[src/rtl/front_panel_ctrl_pkg.sv]
// Shared definitions for the PDP-8 console key conditioner: FSM states,
// key indices in descending priority, and a counter width helper.
package front_panel_ctrl_pkg;

    typedef enum logic [1:0] {
        ST_POR      = 2'd0,
        ST_CLEARING = 2'd1,
        ST_IDLE     = 2'd2,
        ST_HOLDOFF  = 2'd3
    } panel_state_t;

    localparam int unsigned NUM_KEYS  = 5;

    // Lower index wins when several presses land in the same cycle
    localparam int unsigned KEY_CLEAR = 0;
    localparam int unsigned KEY_HALT  = 1;
    localparam int unsigned KEY_RUN   = 2;
    localparam int unsigned KEY_STEPI = 3;
    localparam int unsigned KEY_STEPM = 4;

    // Bits needed for a down/up counter spanning 0..n-1
    function automatic int unsigned cnt_width(input int unsigned n);
        return (n > 1) ? $clog2(n) : 1;
    endfunction

endpackage

[src/rtl/front_panel_ctrl_debounce.sv]
// One console key: 2-flop synchroniser, equal-sample debounce counter and
// a registered single-cycle pulse on the debounced 0->1 edge.
module front_panel_ctrl_debounce
    import front_panel_ctrl_pkg::*;
#(
    parameter int unsigned DEBOUNCE_CYCLES = 16
) (
    input  logic clk,
    input  logic rst_n,
    input  logic key,
    output logic level,
    output logic press
);

    localparam int unsigned    CW      = cnt_width(DEBOUNCE_CYCLES);
    localparam logic [CW-1:0]  CNT_MAX = CW'(DEBOUNCE_CYCLES - 1);

    logic [1:0]    sync_q;
    logic [CW-1:0] cnt_q;

    // Bring the asynchronous key into the clock domain
    always_ff @(posedge clk or negedge rst_n) begin
        if (!rst_n) begin
            sync_q <= '0;
        end else begin
            sync_q <= {sync_q[0], key};
        end
    end

    // Flip the level only after a full run of differing samples; any agreeing sample restarts the run
    always_ff @(posedge clk or negedge rst_n) begin
        if (!rst_n) begin
            cnt_q <= '0;
            level <= 1'b0;
            press <= 1'b0;
        end else begin
            press <= 1'b0;
            if (sync_q[1] == level) begin
                cnt_q <= '0;
            end else if (cnt_q == CNT_MAX) begin
                cnt_q <= '0;
                level <= sync_q[1];
                press <= sync_q[1];
            end else begin
                cnt_q <= cnt_q + CW'(1);
            end
        end
    end

endmodule

[src/rtl/front_panel_ctrl.sv]
// PDP-8 front panel controller: turns debounced console keys into single
// sw_* strobes for the CPU sequencer, with run-state interlock, fixed key
// priority, post-strobe holdoff and a power-on CLEAR.
// Optional STEPI auto-repeat is built when PANEL_AUTOREPEAT_EN is defined.
module front_panel_ctrl
    import front_panel_ctrl_pkg::*;
#(
    parameter int unsigned DEBOUNCE_CYCLES = 16,
    parameter int unsigned CLEAR_CYCLES    = 4,
    parameter int unsigned HOLDOFF_CYCLES  = 2
`ifdef PANEL_AUTOREPEAT_EN
    ,
    parameter int unsigned REPEAT_DELAY    = 64,
    parameter int unsigned REPEAT_PERIOD   = 32
`endif
) (
    input  logic SYSCLK,
    input  logic RESETn,
    input  logic key_CLEAR,
    input  logic key_RUN,
    input  logic key_HALT,
    input  logic key_STEPM,
    input  logic key_STEPI,
    input  logic running,
    output logic sw_CLEAR,
    output logic sw_RUN,
    output logic sw_HALT,
    output logic sw_STEPM,
    output logic sw_STEPI,
    output logic panelBusy
);

    localparam int unsigned SW = cnt_width((CLEAR_CYCLES > HOLDOFF_CYCLES) ? CLEAR_CYCLES : HOLDOFF_CYCLES);

    logic [NUM_KEYS-1:0] key_raw;
    logic [NUM_KEYS-1:0] key_lvl;
    logic [NUM_KEYS-1:0] key_press;
    logic [NUM_KEYS-1:0] win_c;
    logic                stepi_req_c;
    logic                unused_lvl;
    panel_state_t        state;
    logic [SW-1:0]       cnt;

    assign key_raw[KEY_CLEAR] = key_CLEAR;
    assign key_raw[KEY_HALT]  = key_HALT;
    assign key_raw[KEY_RUN]   = key_RUN;
    assign key_raw[KEY_STEPI] = key_STEPI;
    assign key_raw[KEY_STEPM] = key_STEPM;

    // Levels are only consumed by auto-repeat
    assign unused_lvl = ^key_lvl;

    for (genvar i = 0; i < NUM_KEYS; i++) begin : g_key
        front_panel_ctrl_debounce #(
            .DEBOUNCE_CYCLES(DEBOUNCE_CYCLES)
        ) u_db (
            .clk  (SYSCLK),
            .rst_n(RESETn),
            .key  (key_raw[i]),
            .level(key_lvl[i]),
            .press(key_press[i])
        );
    end

`ifdef PANEL_AUTOREPEAT_EN
    localparam int unsigned RW = cnt_width((REPEAT_DELAY > REPEAT_PERIOD) ? REPEAT_DELAY : REPEAT_PERIOD);

    logic [RW-1:0] rpt_cnt;
    logic          rpt_active;
    logic          rpt_due_c;
    logic          stepi_fire_c;

    assign rpt_due_c    = rpt_active && (rpt_cnt == '0) && key_lvl[KEY_STEPI] && !running;
    assign stepi_req_c  = key_press[KEY_STEPI] | rpt_due_c;
    assign stepi_fire_c = (state == ST_IDLE) && win_c[KEY_STEPI];

    // Time the next repeat from each issued STEPI strobe; a pending repeat waits at zero for IDLE
    always_ff @(posedge SYSCLK or negedge RESETn) begin
        if (!RESETn) begin
            rpt_cnt    <= '0;
            rpt_active <= 1'b0;
        end else if (!key_lvl[KEY_STEPI] || running) begin
            rpt_active <= 1'b0;
        end else if (stepi_fire_c) begin
            rpt_active <= 1'b1;
            rpt_cnt    <= rpt_due_c ? RW'(REPEAT_PERIOD - 1) : RW'(REPEAT_DELAY - 1);
        end else if (rpt_cnt != '0) begin
            rpt_cnt <= rpt_cnt - RW'(1);
        end
    end
`else
    assign stepi_req_c = key_press[KEY_STEPI];
`endif

    // Pick the highest-priority press first, then apply the run-state interlock to that winner only
    always_comb begin
        win_c = '0;
        if (key_press[KEY_CLEAR]) begin
            win_c[KEY_CLEAR] = 1'b1;
        end else if (key_press[KEY_HALT]) begin
            win_c[KEY_HALT] = running;
        end else if (key_press[KEY_RUN]) begin
            win_c[KEY_RUN] = !running;
        end else if (stepi_req_c) begin
            win_c[KEY_STEPI] = !running;
        end else if (key_press[KEY_STEPM]) begin
            win_c[KEY_STEPM] = !running;
        end
    end

    // Panel sequencer with registered strobes and busy flag
    always_ff @(posedge SYSCLK or negedge RESETn) begin
        if (!RESETn) begin
            state     <= ST_POR;
            cnt       <= '0;
            sw_CLEAR  <= 1'b0;
            sw_RUN    <= 1'b0;
            sw_HALT   <= 1'b0;
            sw_STEPM  <= 1'b0;
            sw_STEPI  <= 1'b0;
            panelBusy <= 1'b1;
        end else begin
            sw_CLEAR  <= 1'b0;
            sw_RUN    <= 1'b0;
            sw_HALT   <= 1'b0;
            sw_STEPM  <= 1'b0;
            sw_STEPI  <= 1'b0;
            panelBusy <= 1'b1;
            unique case (state)
                ST_POR: begin
                    state    <= ST_CLEARING;
                    cnt      <= SW'(CLEAR_CYCLES - 1);
                    sw_CLEAR <= 1'b1;
                end
                ST_CLEARING: begin
                    if (cnt == '0) begin
                        state <= ST_HOLDOFF;
                        cnt   <= SW'(HOLDOFF_CYCLES - 1);
                    end else begin
                        cnt      <= cnt - SW'(1);
                        sw_CLEAR <= 1'b1;
                    end
                end
                ST_IDLE: begin
                    panelBusy <= 1'b0;
                    if (win_c[KEY_CLEAR]) begin
                        state     <= ST_CLEARING;
                        cnt       <= SW'(CLEAR_CYCLES - 1);
                        sw_CLEAR  <= 1'b1;
                        panelBusy <= 1'b1;
                    end else if (|win_c) begin
                        state     <= ST_HOLDOFF;
                        cnt       <= SW'(HOLDOFF_CYCLES - 1);
                        sw_HALT   <= win_c[KEY_HALT];
                        sw_RUN    <= win_c[KEY_RUN];
                        sw_STEPI  <= win_c[KEY_STEPI];
                        sw_STEPM  <= win_c[KEY_STEPM];
                        panelBusy <= 1'b1;
                    end
                end
                ST_HOLDOFF: begin
                    if (cnt == '0) begin
                        state     <= ST_IDLE;
                        panelBusy <= 1'b0;
                    end else begin
                        cnt <= cnt - SW'(1);
                    end
                end
                default: state <= ST_POR;
            endcase
        end
    end

    // The CPU must never see two panel strobes at once
    assert property (@(posedge SYSCLK) disable iff (!RESETn)
        $onehot0({sw_CLEAR, sw_RUN, sw_HALT, sw_STEPM, sw_STEPI}));

endmodule

[config.mk]
export PLATFORM = sky130hd
export DESIGN_NAME = front_panel_ctrl
export DESIGN_NICKNAME = d
export VERILOG_FILES = /design/src/rtl/front_panel_ctrl_pkg.sv /design/src/rtl/front_panel_ctrl_debounce.sv /design/src/rtl/front_panel_ctrl.sv
export SDC_FILE = /design/constraint.sdc
export NUM_CORES = 1
export LEC_CHECK = 0
export ABC_AREA = 1
export BUFFER_PORTS_ARGS = -buffer_cell sky130_fd_sc_hd__buf_2
export CAP_MARGIN = 20
export CORE_MARGIN = 3
export CORE_UTILIZATION = 62
export DETAILED_ROUTE_END_ITERATION = 8
export GPL_TIMING_DRIVEN = 1
export MAX_ROUTING_LAYER = met4
export PLACE_DENSITY = 0.82
export SLEW_MARGIN = 15
export SYNTH_ARGS = -nofsm -noshare
export SYNTH_HDL_FRONTEND = slang
export SYNTH_SLANG_ARGS = --single-unit
[constraint.sdc]
create_clock -name SYSCLK -period 2.5 [get_ports SYSCLK]
set_input_delay 0.125 -clock SYSCLK [delete_from_list [all_inputs] [get_ports SYSCLK]]
set_output_delay 0.125 -clock SYSCLK [all_outputs]
set_load 0.01 [all_outputs]
Word level (Yosys, flattened, before mapping)

Cells that the tools add are included.

Memories: 0
Bits in latches: 0
ROM bits: 0
Bits of input ports: 8
Register bits after elaboration: 50
Output and inout bits: 6
Logic and storage cells: 124
RAM bits: 0

Equality and inequality tests: 17
Reduce and logical (&&, ||, !) cells: 11
Add/subtract/negate cells: 6
Shift-type cells: 0
Div/mod/pow operators: 0
Multiplexer cells: 57
$lt $le $gt $ge: 0
Bitwise operators: 5
$mul: 0

Operators by type and width:

| cell                | number |
|---|---|
| $mux 4              | 11 |
| $mux 1              | 32 |
| $add 4x1->4 const B | 5 |
| $eq 4x4->1 const B  | 5 |
| $mux 2              | 9 |
| $pmux 2 s4          | 2 |
| $reduce_and 2->1    | 6 |
| $ne 2x2->1 const B  | 3 |
| $eq 1x1->1          | 5 |
| $not 1->1           | 5 |
| $reduce_or 5->1     | 1 |
| $eq 2x2->1 const B  | 2 |
| $logic_not 2->1     | 2 |
| $mux 3              | 1 |
| $ne 3x3->1 const B  | 1 |
| $pmux 1 s3          | 1 |
| $reduce_and 3->1    | 1 |
| $eq 2x1->1 const B  | 1 |
| $pmux 1 s2          | 1 |
| $sub 2x1->2 const B | 1 |
| $logic_not 1->1     | 1 |

Logic depth before layout (Yosys ltp)

Gate-level depths: netlist (run 1).

Depth in word-level cells: 10
Depth in mapped cells: 9
Mapped depth without buffers: 9

Cells and area by module

From an unflattened synthesis (run 1), not the netlist that was laid out.

Cell total of the unflattened synthesis: 203
Area total of the unflattened synthesis: 2102.0 um^2

By module, submodules not included:

| module                    | seq. area each (um^2) | cells an instance | area each (um^2) | times used |
|---|---|---|---|---|
| front_panel_ctrl_debounce | 200.2                 | 30                | 325.3            | 5 |
| front_panel_ctrl          | 251.5                 | 53                | 475.5            | 1 |

Worst setup path after synthesis (run 1)

Ideal clock, no wire load.

Kind: reg-to-reg
From: register g_key[3].u_db.cnt_q[0]
To: register g_key[3].u_db.cnt_q[0]
Data required time: 2.429 ns
Setup time: 0.071 ns
Buffers on the path: 0
Setup slack: 1.363 ns
Arrival: 1.066 ns
Cell stages (with the launch flop): 6
Period minus slack after synthesis: 1.137 ns
Path through: dfrtp_1 > ha_1 > nand2_1 > nor2_1 > or2_2 > nor2_1

Longest elaborated chain between the ends: 3
Elaborated cells on any way between the ends: 4
Classes of those cells: add/sub: 1; eq/ne: 1; mux: 2

Ends and longest elaborated chain:

| what                                      | RTL line                                                         | RTL |
|---|---|---|
| start: declaration                        | front_panel_ctrl_debounce.sv:19                                  | `logic [CW-1:0] cnt_q;` |
| start signal: assignment                  | front_panel_ctrl_debounce.sv:45                                  | `cnt_q <= cnt_q + CW'(1);` |
| $add 4x1->4 or $eq 4x4->1 (tied branches) | front_panel_ctrl_debounce.sv:45, front_panel_ctrl_debounce.sv:40 |  |
| $mux 4 (*)                                | front_panel_ctrl_debounce.sv:40                                  | `end else if (cnt_q == CNT_MAX) begin` |
| $mux 4 (*)                                | front_panel_ctrl_debounce.sv:38                                  | `if (sync_q[1] == level) begin` |

Every way passes the cells marked *; elsewhere a longest branch is shown, timed or not.
A chain may end at the register's enable or synchronous reset.

Final worst setup path (run 1)

From: register g_key[4].u_db.cnt_q[0]
To: register g_key[4].u_db.cnt_q[3]

Longest elaborated chain between the ends: 3
Elaborated cells on any way between the ends: 4
Classes of those cells: add/sub: 1; eq/ne: 1; mux: 2

Ends and longest elaborated chain:

| what                                      | RTL line |
|---|---|
| start: declaration                        | front_panel_ctrl_debounce.sv:19 |
| start signal: assignment                  | front_panel_ctrl_debounce.sv:45 |
| $add 4x1->4 or $eq 4x4->1 (tied branches) | front_panel_ctrl_debounce.sv:45, front_panel_ctrl_debounce.sv:40 |
| $mux 4 (*)                                | front_panel_ctrl_debounce.sv:40 |
| $mux 4 (*)                                | front_panel_ctrl_debounce.sv:38 |

Marked as above.

==> flow_metrics.py, run 1 <==
metrics = {
    "outcome": {
        "status": "finished, final reports clean",
    },
    "synthesis": {
        "ys_warn_count": 0,
        "syn-num-nets": 205,
        "netlist.area_leader.share_pct": 62.50,
        "yosysSeqAreaShare_pct": 63.84,
        "postSynthCellCount": 190,
        "syn_avg_cell_area_sq_um": 10.33,
        "netlist.top_cell.by_area": "dfrtp_1",
        "synth_area_leaders": "dfrtp_1, nor2_1, nand2_1",
        "ys_types": 19,
        "synth_area_sq_mm": 0.001962,
        "ys_ff_latch": 50,
    },
    "sta": {
        "fin_tns_setup_ps": 0,
        "relSlewSlack_pct": 76.71,
        "skew_ps": 12.44,
        "finalMaxSlewViolations": 0,
        "hold_violations": 0,
        "setup_viol": 0,
        "worst_slew_pin_slew_ps": 346.9,
        "fin_crit_ps": 1280,
        "max_clock_freq_ghz": 0.7812,
        "finalCritPeriodShare_pct": 51.20,
        "rsz0062_at_grt": "false",
    },
    "critical_path": {
        "crit_fanout": 3,
        "reg2reg_depth": 5,
        "arrival_ps": 1570,
        "path_buf_inv": 1,
        "path_cells": "ha_1, inv_1, nor2_1, or2_2, nor2_1",
        "slowest_stage": "dfrtp_1",
        "worstPathRequired_ps": 2790,
        "r2r-start": "g_key[4].u_db.cnt_q[0]$_DFF_PN0_",
        "reg2reg_to": "g_key[4].u_db.cnt_q[3]$_DFF_PN0_",
        "crit_type": "reg -> reg",
        "cpPeakStageDelay_ps": 420,
        "regToRegSetupSlack_ps": 1220,
        "cp-end-kind": "register",
        "crit_path_frequent_cell": "nor2_1",
        "cpLargestDelayFamily": "simple AND/OR/NAND/NOR gates",
        "start_kind": "register",
    },
    "floorplanning": {
        "dieWidth_um": 62.25,
        "start_util_pct": 68.20,
        "die_area_sq_mm": 0.003875,
        "rows": 19,
        "ioPinCount": 14,
        "coreArea_sq_mm": 0.002877,
        "die_h_um": 62.25,
    },
    "power_and_ir_drop": {
        "power_mw": 1.617,
        "swShare_pct": 28.97,
        "clockPowerShare_pct": 23.0,
        "p_switching_mw": 0.4684,
        "p_int_mw": 1.148,
        "seqPwrFrac_pct": 58.4,
        "ir_worst_vdd_uv": 403.7,
        "comb_power_share_pct": 18.5,
        "p_leak_nw": 1.111,
        "pwr_density_cell_mw_per_mm2": 728.7,
    },
    "clocking": {
        "cts.clk_slew.worst_paths_ps": 120,
        "post-cts-setup-buffers": 0,
        "cts_hold_buffers": 6,
        "cts_max_path_buffers": 2,
        "cts_made_buffers": 5,
        "clkLatencyLatePin_ps": 360,
        "cts-root-buf": "clkbuf_4",
        "post_cts_resized": 0,
        "cts_tree": "built",
        "cts.htree.levels": 2,
        "cts_sinks": 50,
    },
    "drt": {
        "first_iter_violations": 82,
        "vias": 1296,
        "routed_wl_um": 2929,
        "post_drt_wl_per_cell_um": 11.27,
        "via_per_inst": 4.985,
        "drt-pass1-iter-count": 4,
        "drc": 0,
        "antenna_left": 0,
    },
    "place": {
        "post_dp_cell_area_sq_mm": 0.002079,
        "dp_hpwl_um": 2000,
        "place.port_buffers": 13,
        "dp.cells": 245,
        "gp_congestion": 0.8016,
    },
    "hold_path": {
        "whs_path_depth": 3,
        "hold_start": "running",
        "hold_path_end": "sw_HALT$_DFF_PN0_",
        "worst_hold_path_type": "in -> reg",
    },
    "global_route": {
        "antenna_found_initial": 0,
        "track_usage_pct": 18.08,
        "grt_pass1_vias": 1324,
        "grt_max_degree": 51,
        "grt_overflow_total": 0,
        "grt_pass1_wl_um": 5299,
    },
    "finish": {
        "nNetsFinal": 232,
        "area_growth_pct": 13.07,
        "finalNonFillerCells": 260,
        "diodes": 0,
        "final_area_sq_mm": 0.002218,
        "fillCellCount": 188,
        "drive_above_1_share_pct": 13.76,
    },
    "run": {
        "maxCapViolations": 0,
    },
}
## synthesized netlist by cell type, drive strengths merged
| cell type | instances |
|---|---|
| nand3 | 13 |
| inv | 24 |
| nor2 | 36 |
| a21oi | 3 |
| nand2 | 32 |
| nor3b | 2 |
| xnor2 | 5 |
| dfrtp | 49 |
| or2 | 5 |
| o211ai | 1 |
| o21ai | 5 |
| o2bb2ai | 1 |
| xor2 | 5 |
| nand3b | 1 |
| ha | 7 |
| dfstp | 1 |
## cell type report
type                    instances  area (sq um)  share of cell area, %
clock buffers                   8         58.81                  2.651
repair buffers                 20         145.1                  6.543
well taps                      42         52.55                  2.369
inverters                      24         90.09                  4.061
flip-flops and latches         50          1252                  56.46
multi-input cells             116         619.3                  27.92
## power groups by stage
stage | Sequential (mW) | Clock (mW) | Combinational [mW]
after floorplan | 0.957 | 0 | 0.197
after global placement | 0.957 | 0 | 0.264
after detailed placement | 0.959 | 0 | 0.286
after CTS | 0.944 | 0.380 | 0.297
after global routing | 0.957 | 0.425 | 0.348
final | 0.945 | 0.372 | 0.300
## routing by layer
metal | vias up | global-route usage [%] | share of wire (%)
met5 | - | - | 0
met4 | 0 | 8.815 | 2.0
met3 | 8 | 5.946 | 4.4
met2 | 33 | 31.59 | 51
met1 | 615 | 18.13 | 42
li1 | 640 | - | -
## worst register-to-register path: cells and delay by family (launching register included)
kind / cells / cell delay (ps)
flops: 1 / 420
buf+inv: 1 / 100
fa+ha+maj: 1 / 230
simple gates: 3 / 470
## sequential cells by signal, summed over array words and instances (netlist names)
| signal | flops |
|---|---|
| sw_CLEAR | 1 |
| cnt | 2 |
| g_key.u_db.level | 5 |
| sw_STEPI | 1 |
| sw_STEPM | 1 |
| sw_HALT | 1 |
| g_key.u_db.sync_q | 10 |
| panelBusy | 1 |
| sw_RUN | 1 |
| g_key.u_db.press | 5 |
| g_key.u_db.cnt_q | 20 |
| state | 2 |
## stage by stage
| step | hold WS (ps) | utilization [%] | worst slack, ps |
|---|---|---|---|
| final | 26.33 | 77.12 | 1220 |
| after global routing | 2.496 | 77.12 | 1117 |
| after CTS | 20.47 | 76.42 | 1198 |
| after detailed placement | 235.1 | 72.29 | 1254 |
| after global placement | 232.5 | 72.29 | 1317 |
| after floorplan | -170.6 | - | 1363 |
## layout by cell type (no fill, tap or decap)
cell type	Yosys	routed
clkbuf_4	0	5
a21oi_1	3	3
nand2_1	31	31
or2_2	5	5
o21ai_0	5	5
buf_12	0	1
ha_1	7	7
xnor2_1	5	5
dlygate4sd3_1	0	6
nand2_2	1	1
dfstp_2	1	1
xor2_1	5	5
nor2_2	1	1
nor2_1	35	35
nand3b_2	1	1
clkbuf_8	0	1
dfrtp_1	49	49
clkbuf_1	0	2
inv_1	24	24
o211ai_1	1	1
buf_2	0	13
o2bb2ai_1	1	1
nand3_1	12	12
nor3b_1	2	2
nand3_2	1	1
## worst max-delay path by stage
stage | start | to | slack (ps) | cells past startpoint
after floorplan | g_key[3].u_db.cnt_q[0]$_DFF_PN0_ | g_key[3].u_db.cnt_q[0]$_DFF_PN0_ | 1360 | 5
after global placement | g_key[1].u_db.cnt_q[0]$_DFF_PN0_ | g_key[1].u_db.cnt_q[0]$_DFF_PN0_ | 1320 | 5
after detailed placement | g_key[0].u_db.press$_DFF_PN0_ | cnt[1]$_DFFE_PN0P_ | 1250 | 6
after CTS | g_key[4].u_db.cnt_q[0]$_DFF_PN0_ | g_key[4].u_db.cnt_q[3]$_DFF_PN0_ | 1200 | 5
after global routing | g_key[0].u_db.press$_DFF_PN0_ | cnt[1]$_DFFE_PN0P_ | 1120 | 6
final | g_key[4].u_db.cnt_q[0]$_DFF_PN0_ | g_key[4].u_db.cnt_q[3]$_DFF_PN0_ | 1220 | 5
## kinds of logic (layout without fill, tap and decap cells)
kind of cell | after synthesis | after routing | synth area share, %
adders and majority gates | 7 | 7 | 4.464
AOI/OAI and AO/OA | 10 | 10 | 2.870
DFF | 50 | 50 | 63.84
xor gates and xnor gates | 10 | 10 | 4.464
buffers and inverters | 24 | 52 | 4.592
and+or+nand+nor | 89 | 89 | 19.77
Note: power is estimated with default switching activity, not from simulation.
==> run 2: changes to the inputs <==
CORE_UTILIZATION = 52   (was 62)
PLACE_DENSITY = 0.73   (was 0.82)
clock period = 1.1 ns   (was 2.5 ns; I/O delays follow)
==> flow_metrics.py, run 2 (synthesis gave the netlist of run 1 again) <==
metrics = {
    "outcome": {
        "status": "complete, but fails checks",
        "violations": "setup timing",
    },
    "clocking": {
        "cts.clk_slew.worst_paths_ps": 80,
        "cts_tree": "built",
        "cts_max_path_buffers": 2,
        "clkLatencyLatePin_ps": 300,
        "cts-root-buf": "clkbuf_8",
        "cts_sinks": 50,
        "cts_made_buffers": 5,
        "cts.htree.levels": 2,
    },
    "floorplanning": {
        "start_util_pct": 56.14,
        "dieWidth_um": 67.43,
        "coreArea_sq_mm": 0.003495,
        "die_h_um": 67.43,
        "rows": 21,
        "die_area_sq_mm": 0.004546,
        "ioPinCount": 14,
    },
    "global_route": {
        "grt_max_degree": 51,
        "grt_overflow_total": 0,
        "grt_pass1_wl_um": 5740,
        "track_usage_pct": 18.08,
        "grt_pass1_vias": 1443,
        "antenna_found_initial": 0,
    },
    "hold_path": {
        "worst_hold_path_type": "in -> reg",
        "whs_path_depth": 3,
    },
    "sta": {
        "worst_slew_pin_slew_ps": 344.9,
        "finalMaxSlewViolations": 0,
        "hold_violations": 0,
        "fin_crit_ps": 1194,
        "setup_viol": 6,
        "rsz0062_at_grt": "true",
        "fin_tns_setup_ps": -176.8,
        "skew_ps": 6.331,
        "setup_ws_ps": -93.89,
        "finalCritPeriodShare_pct": 108.5,
        "max_clock_freq_ghz": 0.8376,
        "relSlewSlack_pct": 76.84,
    },
    "place": {
        "place.port_buffers": 13,
        "gp_congestion": 0.8080,
        "dp_hpwl_um": 2271,
        "place_ws_ps": -95.93,
    },
    "finish": {
        "final_cell_mix": "dfrtp_1, nand2_1, buf_4",
        "regMostFlops": "g_key.u_db.cnt_q",
        "layout_commonest_cell": "dfrtp_1",
        "drive_above_1_share_pct": 37.55,
        "nNetsFinal": 259,
        "area_growth_pct": 32.59,
        "largest_reg_flops": 20,
        "diodes": 0,
        "reg_top3": "g_key.u_db.cnt_q x20, g_key.u_db.sync_q x10",
    },
    "drt": {
        "post_drt_wl_per_cell_um": 12.32,
        "vias": 1426,
        "drt-pass1-iter-count": 4,
        "routed-wl-met3_um": 153,
        "route.top_layer_used": "met4",
        "met2WireLength_um": 1919,
        "first_iter_violations": 103,
        "antenna_left": 0,
        "drc": 0,
        "met1_length_um": 1403,
        "via_per_inst": 4.900,
        "routed_wl_um": 3586,
    },
    "critical_path": {
        "cp-end-kind": "register",
        "crit_fanout": 3,
        "reg2reg_depth": 9,
        "arrival_ps": 1390,
        "crit_type": "reg -> reg",
        "start_kind": "register",
        "worstPathRequired_ps": 1290,
    },
    "power_and_ir_drop": {
        "p_leak_nw": 1.287,
        "power_mw": 4.108,
        "ir_worst_vdd_uv": 794.9,
        "pwr_density_cell_mw_per_mm2": 1579,
    },
    "run": {
        "maxCapViolations": 0,
    },
}
==> run 2: repair_timing <==
action                                 CTS  global route
resized for setup                       17            26
setup buffers                            8             7
endpoints found under the hold margin   55             0
pin swaps                               17            11
hold buffers                             6             0
cloned                                   0             0
setup endpoints to repair               13            19
==> run 2: critical path, cell delays in order, from the launching register on <==
cell and delay (ps):
dfrtp_1 380, inv_1 50, ha_1 270, inv_1 30
nand2_1 50, nand3_1 70, nand2_1 70, inv_1 40
nand3_1 70, nand2_1 50
==> run 2: final cells by class <==
| type | instances | area [sq um] |
|---|---|---|
| sequential | 50 | 1254 |
| fill | 228 | 893.4 |
| multi-input combinational | 116 | 772.0 |
| timing repair buffer | 47 | 347.8 |
| inverter | 24 | 90.09 |
| clock buffer | 8 | 80.08 |
| tap | 46 | 57.56 |
==> run 2: per-stage QoR <==
step                      cells  util, %  instance area (sq um)  hold WS, ps
after floorplan             190        -                   1979       -240.6
after global placement      262    63.30                   2212        59.27
after detailed placement    262    63.30                   2212        59.72
after CTS                   284    70.46                   2462        23.36
after global routing        291    74.44                   2601        17.37
final                       291    74.44                   2601        24.38
==> run 2: report_power, final <==
part,switching [mW],internal [mW]
Combinational,0.486,0.463
Sequential,0.133,2.02
Clock,0.550,0.453
Total,1.17,2.94
==> run 2: per-layer routing <==
metal | vias up | global-route usage (%)
met5 | - | -
met4 | 0 | 11.14
met3 | 11 | 4.992
met2 | 30 | 31.17
met1 | 693 | 18.02
li1 | 692 | -
==> run 2: final timing paths <==
check / slack (ps) / from / endpoint
max in group asynchronous: 570 / RESETn / panelBusy$_DFF_PN1_
min: 20 / running / sw_HALT$_DFF_PN0_
min in group asynchronous: 260 / RESETn / g_key[1].u_db.cnt_q[0]$_DFF_PN0_
max reg2reg: -90 / cnt[1]$_DFFE_PN0P_ / cnt[1]$_DFFE_PN0P_
max: -90 / cnt[1]$_DFFE_PN0P_ / cnt[1]$_DFFE_PN0P_
min reg2reg: 350 / g_key[4].u_db.sync_q[0]$_DFF_PN0_ / g_key[4].u_db.sync_q[1]$_DFF_PN0_
